`src/rtl/ifm_input_sel_ml.sv`:
```
// ifm_input_sel_ml: multi-lane IFM input selector.
// Holds one sparsemap window and turns per-lane priority-encoder match
// positions into compressed IFM memory read addresses. The running base
// advances by the window popcount when a window retires, and a snapshot of
// base plus an in-window offset lets the next chunk resume mid-stream.
//
// state      | meaning
// -----------+----------------------------------------------------------
// ST_EMPTY   | no window held; ready for a new one, matches are ignored
// ST_LOADED  | window held in smap_q; matches translate to read addresses
module ifm_input_sel_ml #(
    parameter int MEM_SIZE  = 128,
    parameter int PS_SIZE   = 32,
    parameter int NUM_LANES = 2,
    localparam int AW = $clog2(MEM_SIZE) + 1,
    localparam int SW = (MEM_SIZE / PS_SIZE > 1) ? $clog2(MEM_SIZE / PS_SIZE) : 1,
    localparam int PW = $clog2(PS_SIZE)
) (
    input  logic                     clk_i,
    input  logic                     rst_i,
    input  logic                     chunk_start_i,
    input  logic                     smap_valid_i,
    output logic                     smap_ready_o,
    input  logic [PS_SIZE-1:0]       smap_i,
    input  logic [SW-1:0]            smap_last_idx_i,
    input  logic [SW-1:0]            step_idx_i,
    input  logic [PW-1:0]            shift_i,
    input  logic [NUM_LANES-1:0]     match_valid_i,
    input  logic [NUM_LANES*PW-1:0]  match_pos_i,
    input  logic                     pri_enc_end_i,
    output logic [NUM_LANES-1:0]     rd_valid_o,
    output logic [NUM_LANES*AW-1:0]  rd_addr_o,
    output logic [SW-1:0]            win_idx_o,
    output logic                     ovf_o
);

    typedef enum logic {
        ST_EMPTY  = 1'b0,
        ST_LOADED = 1'b1
    } state_t;

    state_t                  state_q;
    state_t                  state_d;

    logic [PS_SIZE-1:0]      smap_q;
    logic [AW-1:0]           base_q;
    logic [AW-1:0]           snap_q;
    logic [SW-1:0]           win_idx_q;
    logic                    ovf_q;
    logic [NUM_LANES-1:0]    rd_valid_q;
    logic [NUM_LANES*AW-1:0] rd_addr_q;

    logic                    loaded;
    logic                    ready;
    logic                    accept;
    logic                    retire;
    logic                    last_win;
    logic [AW-1:0]           pop;
    logic [AW-1:0]           snap_ofs;
    logic [AW:0]             advance_sum;
    logic [AW-1:0]           lane_addr [NUM_LANES];

    // Number of set bits of w strictly below position k (k may equal PS_SIZE
    // to obtain the full popcount).
    function automatic logic [AW-1:0] ones_below(input logic [PS_SIZE-1:0] w,
                                                 input logic [PW:0]        k);
        logic [AW-1:0] cnt;
        cnt = '0;
        for (int i = 0; i < PS_SIZE; i++) begin
            if ((PW+1)'(i) < k) begin
                cnt = cnt + AW'(w[i]);
            end
        end
        return cnt;
    endfunction

    // Handshake and next state; a retiring window can be replaced in the
    // same cycle, so ready follows pri_enc_end_i combinationally.
    always_comb begin
        loaded  = (state_q == ST_LOADED);
        ready   = !loaded || pri_enc_end_i;
        accept  = smap_valid_i && ready;
        state_d = state_q;
        if (loaded && (chunk_start_i || pri_enc_end_i)) begin
            state_d = ST_EMPTY;
        end
        if (accept) begin
            state_d = ST_LOADED;
        end
    end

    // Window arithmetic: popcount, snapshot offset and per-lane addresses.
    always_comb begin
        retire      = loaded && pri_enc_end_i && !chunk_start_i;
        last_win    = (win_idx_q == smap_last_idx_i);
        pop         = ones_below(smap_q, (PW+1)'(PS_SIZE));
        snap_ofs    = ones_below(smap_q, {1'b0, shift_i});
        advance_sum = {1'b0, base_q} + {1'b0, pop};
        for (int l = 0; l < NUM_LANES; l++) begin
            lane_addr[l] = base_q + ones_below(smap_q, {1'b0, match_pos_i[l*PW +: PW]});
        end
    end

    // State register.
    always_ff @(posedge clk_i or posedge rst_i) begin
        if (rst_i) begin
            state_q <= ST_EMPTY;
        end else begin
            state_q <= state_d;
        end
    end

    // Held sparsemap window, captured on every accepted handshake.
    always_ff @(posedge clk_i or posedge rst_i) begin
        if (rst_i) begin
            smap_q <= '0;
        end else if (accept) begin
            smap_q <= smap_i;
        end
    end

    // Running base, window index and sticky overflow; a chunk start
    // outranks a retire in the same cycle.
    always_ff @(posedge clk_i or posedge rst_i) begin
        if (rst_i) begin
            base_q    <= '0;
            win_idx_q <= '0;
            ovf_q     <= 1'b0;
        end else if (chunk_start_i) begin
            base_q    <= (step_idx_i != '0) ? snap_q : '0;
            win_idx_q <= '0;
        end else if (retire) begin
            if (last_win) begin
                base_q    <= '0;
                win_idx_q <= '0;
            end else begin
                base_q    <= advance_sum[AW-1:0];
                win_idx_q <= win_idx_q + SW'(1);
                if (advance_sum > (AW+1)'(MEM_SIZE)) begin
                    ovf_q <= 1'b1;
                end
            end
        end
    end

    // Resume snapshot, refreshed every cycle the step window is held so the
    // last value before the chunk start is the one that sticks.
    always_ff @(posedge clk_i or posedge rst_i) begin
        if (rst_i) begin
            snap_q <= '0;
        end else if (loaded && (win_idx_q == step_idx_i)) begin
            snap_q <= base_q + snap_ofs;
        end
    end

    // Registered read port; addresses only move when their lane fires.
    always_ff @(posedge clk_i or posedge rst_i) begin
        if (rst_i) begin
            rd_valid_q <= '0;
            rd_addr_q  <= '0;
        end else begin
            for (int l = 0; l < NUM_LANES; l++) begin
                rd_valid_q[l] <= loaded && match_valid_i[l];
                if (loaded && match_valid_i[l]) begin
                    rd_addr_q[l*AW +: AW] <= lane_addr[l];
                end
            end
        end
    end

    assign smap_ready_o = ready;
    assign rd_valid_o   = rd_valid_q;
    assign rd_addr_o    = rd_addr_q;
    assign win_idx_o    = win_idx_q;
    assign ovf_o        = ovf_q;

endmodule

```
`config.mk`:
```
export PLATFORM = sky130hd
export DESIGN_NAME = ifm_input_sel_ml
export DESIGN_NICKNAME = d
export VERILOG_FILES = /design/src/rtl/ifm_input_sel_ml.sv
export SDC_FILE = /design/constraint.sdc
export NUM_CORES = 1
export LEC_CHECK = 0
export CORE_AREA = 10 10 221 223
export DETAILED_ROUTE_END_ITERATION = 16
export DIE_AREA = 0 0 231 233
export GPL_TIMING_DRIVEN = 0
export PLACE_DENSITY = 0.75
export SLEW_MARGIN = 0
export SYNTH_ARGS = -nofsm -noshare
export SYNTH_HDL_FRONTEND = slang
export SYNTH_SLANG_ARGS = --single-unit
export TNS_END_PERCENT = 20
```
`constraint.sdc`:
```
create_clock -name clk_i -period 21.1 [get_ports clk_i]
set_input_delay 6.33 -clock clk_i [delete_from_list [all_inputs] [get_ports clk_i]]
set_output_delay 6.33 -clock clk_i [all_outputs]
set_load 0.02 [all_outputs]
```
==> qor.csv, run 1 <==
metric,value,unit
first_iter_violations,2306,
ys_seq_area_share,8.02,%
cap_violations,0,
place.detailed.hpwl,52.7,mm
status,"finished, violations left",
cp_common_cell,ha_4,
remaining_drc_errors,0,
netlist_instances,2826,
core,44100,um^2
post-route-min-period,25460,ps
slew_violations,0,
synth-main-ff-cell,dfrtp_1,
reg2reg_depth,115,
crit_start,match_pos_i[1],
cts_made_buffers,9,
syn_area,21800,um^2
setup_tns,-70040,ps
clock-sinks,70,
clk_pin_slew,60,ps
critPathMaxStageDelay,370,ps
cp-start-kind,input pin,
worstPathArrival,25730,ps
worst_path_max_delay_cell,ha_1,
max-slew-margin-rel,23.0,%
grt_pass1_vias,22363,
globalRouteOverflowTotal,0,
nNetsFinal,3498,
fin_crit_sh,121,%
area_growth,31.2,%
cts.root.buffer_cell,clkbuf_16,
hp-class,reg2reg,
dieHeight,233,um
worstReg2RegStart,smap_q[0]$_DFFE_PP0P_,
worstSetupPathType,in2reg,
synth_seq_cells,70,
cts_tree,built,
vias_per_cell,6.25,
final_layout_size_suffix_gt1_share,28.1,%
ant_nets,0,
grt_pass1_wl,116,mm
wl_per_cell,20.2,um
placementRows,77,
end_kind,flip-flop,
async_flop_share,100,%
whs,477,ps
tightest_slew,1150,ps
vias,23712,
syn_avg_cell_area,7.73,um^2
clock_latency,350,ps
cp.required,21370,ps
synth-edff-count,0,
drt_pass1_iterations,7,
worstHoldStart,ovf_o$_DFFE_PP0P_,
clock_skew,13.4,ps
h-tree-depth,3,
violations,negative setup slack,
dp_slack,-6060,ps
die_area,53800,um^2
start_util,49.5,%
clk_path_buf_depth,2,
gp_congestion,0.919,
rsz0062_at_grt,true,
grt_start_max_net_pins,71,
yosysUniqueCellTypes,120,
yosys_warnings,0,
die_w,231,um
setup_violations,24,
whs_path_depth,1,
postRouteWirelength,76.7,mm
io_pins,80,
finalWorstSetupSlack,-4360,ps
grt_usage,25.8,%
max_clock_freq,39.3,MHz
hold_viol_final,0,
fillers,3438,
antenna_found_initial,3,
portBuffers,72,
synth_nets,3125,
worstPathMaxFanout,10,
==> cells by family (layout without fill, tap and decap cells) <==
logic type / Yosys count / after routing / synth area share (%)
AOI/OAI and AO/OA: 679 / 679 / 21.0
xor gates and xnor gates: 368 / 368 / 18.6
adders and majority gates: 251 / 251 / 15.3
buffers and inverters: 192 / 569 / 3.48
DFF: 70 / 70 / 8.02
muxes: 182 / 182 / 9.11
other: 0 / 1 / 0
and+or+nand+nor: 1084 / 1084 / 24.5
==> path summary, 6_finish.rpt <==
check                                            end  slack, ps
min                                ovf_o$_DFFE_PP0P_        480
min reg2reg                        ovf_o$_DFFE_PP0P_        480
min in group asynchronous   win_idx_o[1]$_DFFE_PP0P_       6550
max                         rd_addr_o[7]$_DFFE_PP0P_      -4360
max in group asynchronous     smap_q[18]$_DFFE_PP0P_      13990
max reg2reg                rd_addr_o[15]$_DFFE_PP0P_       1300
==> cell usage in the layout (no fill, tap or decap), types with 29 or more instances in the layout <==
cell / n
mux2i_1: 68
clkdlybuf4s50_1: 64
o21ai_1: 38
nor2_1: 209
buf_4: 289
nand2_2: 29
xnor2_2: 37
ha_1: 120
nand3_1: 75
mux2_4: 36
nor3_1: 67
o21ai_0: 102
xor2_1: 78
nand2b_1: 29
xnor2_1: 193
ha_4: 83
and3_1: 34
dfrtp_1: 70
and2_1: 48
inv_1: 76
a21oi_1: 114
o21a_1: 31
nand2_1: 297
a21o_1: 44
mux2_2: 63
a21oi_2: 30
clkbuf_1: 47
nand4_1: 39
==> synthesized netlist by cell type, types with 11 or more instances <==
library cell  number  area [um^2]
nand2_1          336         1260
nor2_1           246          923
ha_1             212         2650
xnor2_1          206         1800
a21oi_1          148          741
o21ai_0          146          731
mux2_2            98         1100
inv_1             88          330
xor2_1            86          753
mux2i_1           79          791
nand3_1           79          395
nor3_1            73          365
dfrtp_1           70         1750
clkbuf_1          59          221
and2_1            56          350
a21o_1            44          330
nand4_1           39          244
and3_1            34          213
nand2b_1          33          206
o21a_1            32          240
nor2b_1           31          194
fa_1              29          581
a31oi_1           27          169
xnor2_2           27          439
o22ai_1           26          163
a211oi_1          24          180
or2_2             23          144
buf_2             22          110
or3_1             22          138
a22oi_1           21          158
buf_1             21         78.8
xnor3_1           21          473
nor3b_1           19          143
o211ai_1          19          143
o31ai_1           18          135
nor4_1            16          100
o21bai_1          16          120
a21boi_0          13         97.6
xor2_2            12          195
nand3b_1          11         82.6
==> critical path: cells and delay by family <==
family	cells	cell delay, ps
buf+inv	5	660
mux	16	4380
xor+xnor	8	1460
fa+ha+maj	32	8320
compound gates	23	2950
simple gates	17	1590
==> metal layers <==
layer | share of wire (%) | vias up | GRT usage (%)
met5 | 0.0091 | - | 0
met4 | 4.9 | 2 | 11.6
met3 | 7.9 | 250 | 3.67
met2 | 46 | 1043 | 43.1
met1 | 42 | 11360 | 32.6
li1 | - | 11057 | -
==> per-stage QoR <==
step           utilization [%]  area, um^2  cells
2_1_floorplan                -       23000   2826
3_3_place_gp              55.5       24500   3490
3_5_place_dp              55.5       24500   3490
4_1_cts                   61.4       27100   3716
5_1_grt                   64.9       28600   3795
6_report                  64.9       28700   3796
==> cell type report <==
| cell class | instances | area (um^2) | area share (%) |
|---|---|---|---|
| clock buffer | 9 | 225 | 0.786 |
| buffer | 101 | 671 | 2.34 |
| sequential | 70 | 1750 | 6.11 |
| multi-input combinational | 2564 | 21900 | 76.3 |
| inverter | 88 | 340 | 1.19 |
| timing repair buffer | 365 | 2970 | 10.4 |
| antenna | 1 | 2.50 | 0.00873 |
| tap | 592 | 741 | 2.59 |
| clock inverter | 6 | 87.6 | 0.306 |
==> registers in the layout, indices dropped and copies added (netlist names) <==
name	flops
snap_q	8
win_idx_o	2
ovf_o	1
rd_valid_o	2
base_q	8
smap_q	32
loaded	1
rd_addr_o	16
==> what timing repair did <==
item	CTS	global route
hold buffers	0	0
endpoints found under the setup margin	24	24
gates resized for setup	182	196
setup buffers	211	84
pin swaps	185	223
Power of run 1 is not shown: default switching activity piles up to over one toggle a cycle in this logic, so the estimate is an artifact.
==> run 2, diff against run 1 <==
==> config.mk (replaced) <==
export PLATFORM = sky130hd
export DESIGN_NAME = ifm_input_sel_ml
export DESIGN_NICKNAME = d
export VERILOG_FILES = /design/src/rtl/ifm_input_sel_ml.sv
export SDC_FILE = /design/constraint.sdc
export NUM_CORES = 1
export LEC_CHECK = 0
export CORE_AREA = 10 10 232 234
export DETAILED_ROUTE_END_ITERATION = 16
export DIE_AREA = 0 0 242 244
export GPL_TIMING_DRIVEN = 0
export PLACE_DENSITY = 0.7
export SLEW_MARGIN = 0
export SYNTH_ARGS = -nofsm -noshare
export SYNTH_HDL_FRONTEND = slang
export SYNTH_SLANG_ARGS = --single-unit
==> run 2 against run 1 <==
Net effect:
- highest routed layer unchanged
- worst setup slack worse by 35 ps
- non-clock buffer count up 62
- count of clock-buffer cells in the layout is the same
- critical path depth up 12
- flip-flop and latch count unchanged
- first-iteration DRC count shrank 19%
- the run still ends with negative setup slack left
- clock skew is 3.0 ps lower
- register-to-register slack better by 40 ps
- design area is 2.8% higher
- critical endpoint unchanged
==> qor.csv, run 2 (synthesis results as in run 1) <==
metric,value,unit
reg2reg_to,rd_addr_o[7]$_DFFE_PP0P_,
final_common_cell,buf_4,
cts_tree,built,
grt_pass1_vias,22548,
rrSetupSlack,1340,ps
wl_per_cell,19.9,um
final_util,59.6,%
worstHoldStart,snap_q[4]$_DFFE_PP0P_,
slew_violations,0,
grt_util_met1,30.1,%
place.detailed.hpwl,53.9,mm
worstReg2RegStart,smap_q[0]$_DFFE_PP0P_,
cts.root.buffer_cell,clkbuf_16,
fillers,4152,
end_kind,flip-flop,
core,49500,um^2
remaining_drc_errors,0,
worstPathMaxFanout,8,
nNetsFinal,3560,
postRouteWirelength,78.4,mm
cts_hold_buf,0,
hold_viol_final,0,
vias,23757,
final_cell_mix,"buf_4 (346), nand2_1 (296), nor2_1 (206)",
fin_crit_sh,121,%
grt_pass1_wl,119,mm
first_iter_violations,1858,
gr-usage-met2,40.8,%
portBuffers,72,
setup_violations,24,
grt_usage,24.0,%
globalRoute.busiestLayer,met2,
clk_path_buf_depth,2,
regMostFlops,smap_q,
worstPathArrival,25770,ps
drt_pass1_iterations,6,
violations,negative setup slack,
hp-class,reg2reg,
antenna_found_initial,4,
start_util,44.2,%
largest_reg_flops,32,
cp.required,21370,ps
grt_start_max_net_pins,68,
clock_skew,10.3,ps
io_pins,80,
max-slew-margin-rel,7.96,%
die_area,59000,um^2
clk_pin_slew,60,ps
finalWorstSetupSlack,-4400,ps
clock-sinks,70,
cp_common_cell,ha_1,
worst_path_max_delay_cell,or2_2,
whs_endpoint,snap_q[4]$_DFFE_PP0P_,
dieHeight,244,um
worstSetupPathType,in2reg,
area_growth,34.8,%
cp-start-kind,input pin,
rsz0062_at_grt,true,
tightest_slew,1360,ps
reg2reg_depth,111,
cap_violations,0,
ant_nets,0,
met3_usage,3.02,%
whs_path_depth,2,
placementRows,82,
clock_latency,350,ps
critPathMaxStageDelay,440,ps
gp_congestion,0.887,
final_layout_size_suffix_gt1_share,29.9,%
cts_made_buffers,9,
post-route-min-period,25500,ps
vias_per_cell,6.03,
dp_cells,3571,
max_clock_freq,39.2,MHz
status,"finished, violations left",
instances_no_fill,3939,
h-tree-depth,3,
globalRouteOverflowTotal,0,
die_w,242,um
-- run 2: stage by stage --
step           worst slack, ps  instance area, um^2  hold slack [ps]  setup TNS [ps]
6_report                 -4400                29500              492          -69300
5_1_grt                  -5040                29500              528          -85360
4_1_cts                  -4190                27600              492          -64930
3_5_place_dp             -6160                24700              474         -103580
3_3_place_gp             -5960                24700              466          -95150
2_1_floorplan            -3640                23100              450          -50070
-- run 2: critical path: cells and delay by family --
family                     cells  cell delay (ps)
and+or+nand+nor               34             3850
muxes                          8             1920
xor gates and xnor gates       9             1760
buffers and inverters          8              700
adders and majority gates     29             7940
AOI/OAI and AO/OA             25             3240
-- run 2: how the worst max path moves through the flow --
stage	end	cells after the start	slack, ps	from
floorplan	snap_q[7]$_DFFE_PP0P_	111	-3640	shift_i[1]
global placement	snap_q[7]$_DFFE_PP0P_	111	-5960	shift_i[0]
detailed placement	snap_q[7]$_DFFE_PP0P_	111	-6160	shift_i[0]
CTS	snap_q[7]$_DFFE_PP0P_	112	-4190	shift_i[1]
global route	rd_addr_o[7]$_DFFE_PP0P_	115	-5040	match_pos_i[3]
finish	rd_addr_o[7]$_DFFE_PP0P_	113	-4400	match_pos_i[1]
-- run 2: per-layer routing --
metal / routed length (um) / vias to the layer above / part of all wire, %
met5: 55 / - / 0.070
met4: 4020 / 6 / 5.1
met3: 5310 / 237 / 6.8
met2: 36400 / 944 / 46
met1: 32600 / 11388 / 42
li1: - / 11182 / -
-- run 2: repair_timing --
| item | CTS | global route |
|---|---|---|
| gates resized for setup | 170 | 213 |
| pin swaps | 161 | 225 |
| endpoints found under the setup margin | 24 | 24 |
| buffers inserted | 255 | 107 |
| endpoints found under the hold margin | 0 | 0 |
-- run 2: final cells by class --
cell class              count  area (um^2)  area share [%]
plain buffers             102          726            2.46
clock inverters             7          146           0.497
well taps                 672          841            2.85
flip-flops and latches     70         1750            5.95
diodes                      1         2.50         0.00850
multi-input cells        2564        22000            74.6
repair buffers            426         3440            11.7
inverters                  88          335            1.14
clock buffers               9          225           0.765
Power of run 2 is left out for the same reason.
